[config.mk]
export PLATFORM = sky130hd
export DESIGN_NAME = argmax_16_20
export DESIGN_NICKNAME = d
export VERILOG_FILES = /design/src/rtl/argmax_16_20.sv
export SDC_FILE = /design/constraint.sdc
export NUM_CORES = 1
export LEC_CHECK = 0
export BUFFER_PORTS_ARGS = -buffer_cell sky130_fd_sc_hd__buf_2
export CORE_ASPECT_RATIO = 0.7
export CORE_MARGIN = 2
export CORE_UTILIZATION = 48
export DETAILED_ROUTE_END_ITERATION = 16
export PLACE_DENSITY = 0.69
export SYNTH_ARGS = -nofsm -noshare
export SYNTH_HDL_FRONTEND = slang
export SYNTH_SLANG_ARGS = --single-unit
[constraint.sdc]
create_clock -name clk -period 2.8 [get_ports clk]
set_input_delay 0 -clock clk [delete_from_list [all_inputs] [get_ports clk]]
set_output_delay 0 -clock clk [all_outputs]
set_load 0.01 [all_outputs]
[src/rtl/argmax_16_20.sv]
// argmax_16_20: streaming argmax over N signed T-bit elements per vector.
// Tracks a running maximum and its index while a vector streams in, and
// presents the winning index/value once the last element has been accepted.
// The result is held until the downstream side takes it. No new element is
// accepted until then.

module argmax_16_20 #(
   parameter int T    = 20,
   parameter int N    = 16,
   parameter int LOGN = 4
) (
   input  logic                clk,
   input  logic                reset,
   input  logic                s_valid,
   output logic                s_ready,
   input  logic signed [T-1:0] data_in,
   output logic                m_valid,
   input  logic                m_ready,
   output logic [LOGN-1:0]     data_out,
   output logic signed [T-1:0] max_out
);

   typedef enum logic [0:0] {
      ST_COLLECT = 1'b0,
      ST_HOLD    = 1'b1
   } state_t;

   localparam logic [LOGN-1:0] CNT_ZERO = {LOGN{1'b0}};
   localparam logic [LOGN-1:0] CNT_ONE  = LOGN'(1);
   localparam logic [LOGN-1:0] CNT_LAST = LOGN'(N - 1);

   state_t                state_r;
   state_t                state_nxt_s;
   logic [LOGN-1:0]       count_r;
   logic signed [T-1:0]   best_r;
   logic [LOGN-1:0]       best_idx_r;
   logic                  m_valid_r;
   logic [LOGN-1:0]       data_out_r;
   logic signed [T-1:0]   max_out_r;

   logic                  s_ready_s;
   logic                  accept_s;
   logic                  result_taken_s;
   logic                  first_s;
   logic                  last_s;
   logic                  greater_s;
   logic signed [T-1:0]   best_nxt_s;
   logic [LOGN-1:0]       best_idx_nxt_s;

   // Strict signed greater-than; ties therefore keep the earlier index.
   function automatic logic is_greater(input logic signed [T-1:0] a,
                                       input logic signed [T-1:0] b);
      return (a > b);
   endfunction

   assign accept_s       = s_valid & s_ready_s;
   assign result_taken_s = m_valid_r & m_ready;
   assign first_s        = (count_r == CNT_ZERO);
   assign last_s         = (count_r == CNT_LAST);

   // Candidate running max including the element being accepted this cycle.
   always_comb begin
      greater_s      = is_greater(data_in, best_r);
      best_nxt_s     = best_r;
      best_idx_nxt_s = best_idx_r;
      if (first_s) begin
         // Element 0 always loads, never compared against a stale maximum.
         best_nxt_s     = data_in;
         best_idx_nxt_s = CNT_ZERO;
      end else if (greater_s) begin
         best_nxt_s     = data_in;
         best_idx_nxt_s = count_r;
      end else begin
         best_nxt_s     = best_r;
         best_idx_nxt_s = best_idx_r;
      end
   end

   // State register.
   always_ff @(posedge clk or posedge reset) begin
      if (reset) begin
         state_r <= ST_COLLECT;
      end else begin
         state_r <= state_nxt_s;
      end
   end

   // Next-state logic: leave COLLECT on the last accept, leave HOLD on the result handshake.
   always_comb begin
      state_nxt_s = state_r;
      case (state_r)
         ST_COLLECT: begin
            if (accept_s && last_s) begin
               state_nxt_s = ST_HOLD;
            end else begin
               state_nxt_s = ST_COLLECT;
            end
         end
         ST_HOLD: begin
            if (result_taken_s) begin
               state_nxt_s = ST_COLLECT;
            end else begin
               state_nxt_s = ST_HOLD;
            end
         end
         default: begin
            state_nxt_s = ST_COLLECT;
         end
      endcase
   end

   // Output decode: ready depends on state only, never on s_valid.
   always_comb begin
      s_ready_s = 1'b0;
      case (state_r)
         ST_COLLECT: s_ready_s = 1'b1;
         ST_HOLD:    s_ready_s = 1'b0;
         default:    s_ready_s = 1'b0;
      endcase
   end

   // Datapath: element counter, running max and the registered result.
   always_ff @(posedge clk or posedge reset) begin
      if (reset) begin
         count_r    <= CNT_ZERO;
         best_r     <= {T{1'b0}};
         best_idx_r <= CNT_ZERO;
         m_valid_r  <= 1'b0;
         data_out_r <= CNT_ZERO;
         max_out_r  <= {T{1'b0}};
      end else begin
         case (state_r)
            ST_COLLECT: begin
               if (accept_s) begin
                  best_r     <= best_nxt_s;
                  best_idx_r <= best_idx_nxt_s;
                  if (last_s) begin
                     // Final element is folded in during the same cycle it is accepted.
                     count_r    <= CNT_ZERO;
                     m_valid_r  <= 1'b1;
                     data_out_r <= best_idx_nxt_s;
                     max_out_r  <= best_nxt_s;
                  end else begin
                     count_r <= count_r + CNT_ONE;
                  end
               end
            end
            ST_HOLD: begin
               // Result registers stay put; only the valid flag drops on handshake.
               if (result_taken_s) begin
                  m_valid_r <= 1'b0;
               end
            end
            default: begin
               count_r   <= CNT_ZERO;
               m_valid_r <= 1'b0;
            end
         endcase
      end
   end

   assign s_ready  = s_ready_s;
   assign m_valid  = m_valid_r;
   assign data_out = data_out_r;
   assign max_out  = max_out_r;

endmodule

# After elaboration in Yosys (flattened, before gate mapping)
# Cells that the tools add are included.
# word_totals
regBits,54
latchBits,0
ramBits,0
rom_bits,0
wordCells,34
n_memories,0
# classes
n_addsub,1
multipliers,0
div,0
magnitude_cmp,1
eq_ne,4
shift,0
muxes,13
bitwise,3
n_reduce_logical,5
# ops
op,n
2-to-1 mux 20 bit,2
greater-than comparator 20 bit,1
2-to-1 mux 4 bit,3
case mux 1 bit (2 select lines),3
AND reduction 3 bit,2
2-to-1 mux 1 bit,5
adder 4 x 1 -> 4 bit (second input constant),1
== test 4 bit (second input constant),1
zero test 4 bit,1
!= test 2 bit (second input constant),2
AND 1 bit,2
!= test 2 x 1 -> 1 bit (second input constant),1
AND reduction 2 bit,1
logical AND 1 bit,1
inverter 1 bit,1

# Depth between registers and ports, before layout
# logic_depth
depth_word,6
mapped_depth,10
mapped_depth_nobuf,8

# Worst setup path after synthesis
# Ideal clock, no wire load.
# synth_timing
kind,register -> register
from,register best_r[5]
to,"register data_out_r[0], in the netlist data_out[0]"
t_arrival_ps,2370
t_required_ps,2676
slack_ps,306
stages_incl_launch_ff,10
synth_period_minus_slack_ps,2494
path_cell_list,dfrtp_1 inv_1 ha_1 a21o_1 a221o_1 a2111oi_4 o311ai_4 buf_4 and3_1 o31a_1
# synth_via
elab_chain_cells,3
# synth_lines
item,line_no,rtl
"start, declared",35,logic signed [T-1:0] best_r;
"start signal, assigned",126,best_r <= {T{1'b0}};
"start signal, assigned",135,best_r <= best_nxt_s;
greater-than comparator 20 bit,53,return (a > b);
2-to-1 mux 4 bit,70,end else if (greater_s) begin
2-to-1 mux 4 bit,66,if (first_s) begin
"end signal, assigned",141,data_out_r <= best_idx_nxt_s;
"end, declared",38,logic [LOGN-1:0] data_out_r;
# Every way passes these cells.
# A chain may end at the register's enable or synchronous reset.

# Worst setup path in the final report
# layout_timing
from,register best_r[18]
to,"register data_out_r[1], in the netlist data_out[1]"
# Same word-level chain as after synthesis.

==> results.cfg <==
[cts]
clk_path_buf_depth = 2
cts_buffers = 5
clk_pin_slew_ns = 0.11
cts_root_buf = clkbuf_8
cts_sinks = 54
cts_tree = built
clk-insertion-delay-late_ns = 0.31
cts_max_level = 2
cts_setup_buffers = 0

[critical_path]
critPathCaptureType = flop
crit_fanout = 39
crit_required_ns = 3.01
reg2reg_from = best_r[18]
critPathKind = reg2reg
critPathLaunchType = flop
arrival_ns = 2.86
startpoint = best_r[18]

[synthesis]
synth-seq-cells = 54
synth_nets = 456
synth_edf_count = 0
yosys_warnings = 0
synth_cell_types = 43
synth_top_family_by_area = compound AO/OA/AOI/OAI gates
syn-cell-area_um2 = 3630
avgSynthCellArea_um2 = 8.86
yosysTopAreaCellShare_pct = 37.2
ys_async_sr_fraction_pct = 100
yosys-top-cells-count = dfrtp_1 (54), a21oi_1 (28), o21ai_0 (26)
syn_inst = 410
synth_compound_area_share_pct = 26.2
yosysSeqAreaShare_pct = 37.2
synthTopCellsByArea = dfrtp_1 (37%), ha_1 (7.6%), o31a_1 (5.3%)
post-synth-top-count-cell = dfrtp_1
synthMuxAreaShare_pct = 0
ys.flop_type = dfrtp_1
synth_xor_area_share_pct = 0.241
synth-simple-area-share_pct = 20.5
synth_fa_ha_area_share_pct = 7.58
synth_top_area_cell = dfrtp_1

[timing]
worstMarginPinSlew_ns = 0.894
rsz0062_at_grt = false
slew_headroom_pct = 40.3
fin_setup_tns_ns = 0
finalSetupViolations = 0
layout_min_cycle_time_ns = 2.65
worst_slack_ns = 0.147
fmax_mhz = 377
hold_violations = 0
slew_viol_final = 0
min_period_over_period_pct = 94.8
fin_worst_skew_ns = 0.0125

[placement]
dp_hpwl_um = 5560
portBuffers = 49
gp_congestion = 0.790
dp_worst_setup_slack_ns = 0.122

[route]
num_vias = 3273
drt_iter0_markers = 239
wirelength_um = 8460
ant_nets = 0
wire_per_inst_um = 15.5
drc = 0
via_per_inst = 6.01
firstDrtPassIters = 4

[run]
maxCapViolCount = 0

[power_and_ir_drop]
total_leakage_power_nw = 1.95
p_per_area_nw_per_um2 = 1190
vdd_drop_max_mv = 0.665

[floorplan]
num_io_pins = 50
die_h_um = 76.8
core_area_um2 = 7320
start_util_pct = 49.6
die_x_um = 108
dieArea_um2 = 8290
row_count = 26

[final_layout]
n_antenna_cell = 0
layout-drive-gt1-share_pct = 18.3
fin_nets = 492
area_growth_pct = 14.6
nFillCells = 692

[grt]
gr-total-overflow = 0
grt_pass1_vias = 2905
grt_usage_pct = 20.8
grt_max_degree = 62
antenna_found_initial = 0
grt_pass1_wl_um = 14300

[min_path]
hp-class = in2reg
hold_start = data_in[2]

[run_status]
status = complete, no violations
## metal layers
layer / wire length [um] / global-route usage, % / vias up
met5: 0 / 0 / -
met1: 4280 / 32.2 / 1561
met4: 34 / 3.72 / 0
met2: 3670 / 30.9 / 94
li1: - / - / 1614
met3: 481 / 3.32 / 4
## cells by family (layout without fill, tap and decap cells)
group	count (synthesis)	after routing
AOI/OAI and AO/OA	135	135
and+or+nand+nor	135	135
buffers and inverters	63	100
DFF	54	54
adders and majority gates	22	22
xor gates and xnor gates	1	1
## where the power goes
part	leakage [nW]	internal (W)	switching (W)
Sequential	0.658	0.00117	0.000208
Combinational	1.22	0.00125	0.00166
Clock	0.0714	0.000382	0.000269
Total	1.95	0.00281	0.00213
## critical path, stage by stage, from the launching register on
cell	delay (ns)
dfrtp_1	0.38
inv_1	0.06
ha_1	0.29
nand2_1	0.08
or4_4	0.57
nor2b_1	0.18
o311ai_4	0.38
buf_12	0.25
a21boi_1	0.11
o31a_1	0.24
## timing repair
item,4_1_cts,5_1_grt
endpoints found under the setup margin,0,18
hold endpoints to repair,17,0
hold buffers,3,0
gates resized for setup,0,3
## cell usage in the layout (no fill, tap or decap), types with 2 or more instances in the layout
| master | count |
|---|---|
| and3_1 | 22 |
| inv_1 | 24 |
| buf_4 | 10 |
| nand4_1 | 23 |
| nor3_1 | 2 |
| bufinv_16 | 2 |
| a31oi_1 | 20 |
| o21ai_0 | 26 |
| o21ai_1 | 4 |
| nand3_1 | 23 |
| nand2b_1 | 22 |
| nor2_1 | 11 |
| a21oi_1 | 28 |
| nand2_1 | 19 |
| clkbuf_8 | 6 |
| dfrtp_1 | 54 |
| buf_12 | 4 |
| a21boi_1 | 2 |
| o311ai_1 | 20 |
| a32oi_1 | 2 |
| buf_2 | 49 |
| ha_1 | 21 |
| dlygate4sd3_1 | 3 |
| and2_1 | 2 |
| o31a_1 | 22 |
| nor2b_1 | 3 |
## metrics by stage
step           std cells  cell area, um^2  hold WS [ns]  utilization (%)  power, W
6_report             545             4160       0.00983             56.8   0.00494
5_1_grt              545             4160        0.0285             56.8   0.00539
4_1_cts              545             4140       0.00282             56.6   0.00492
3_5_place_dp         534             3970      -0.00403             54.2   0.00426
3_3_place_gp         534             3970      -0.00397             54.2   0.00417
2_1_floorplan        410             3630         0.162                -   0.00360
## flip-flops by register name, indices dropped and copies added, names as in the netlist
signal,cells
max_out,20
state_r,1
best_r,20
count_r,4
best_idx_r,4
data_out,4
m_valid,1
## cell type report
type / count / area (um^2) / area share (%)
Multi-Input combinational cell: 293 / 2010 / 48.3
Sequential cell: 54 / 1350 / 32.5
Timing Repair Buffer: 67 / 442 / 10.6
Tap cell: 98 / 123 / 2.95
Inverter: 25 / 93.8 / 2.26
Clock buffer: 6 / 82.6 / 1.98
Clock inverter: 2 / 60.1 / 1.44
## path summary, 6_finish.rpt
path	cells after the start	slack, ns	endpoint
max in group asynchronous	4	1.94	best_r[9]
setup / recovery	9	0.15	data_out[1]
hold / removal	3	0.01	best_r[2]
hold reg to reg	2	0.52	best_r[2]
setup reg to reg	9	0.15	data_out[1]
min in group asynchronous	3	0.20	count_r[1]
No activity file was read; power rests on OpenSTA's default activity.
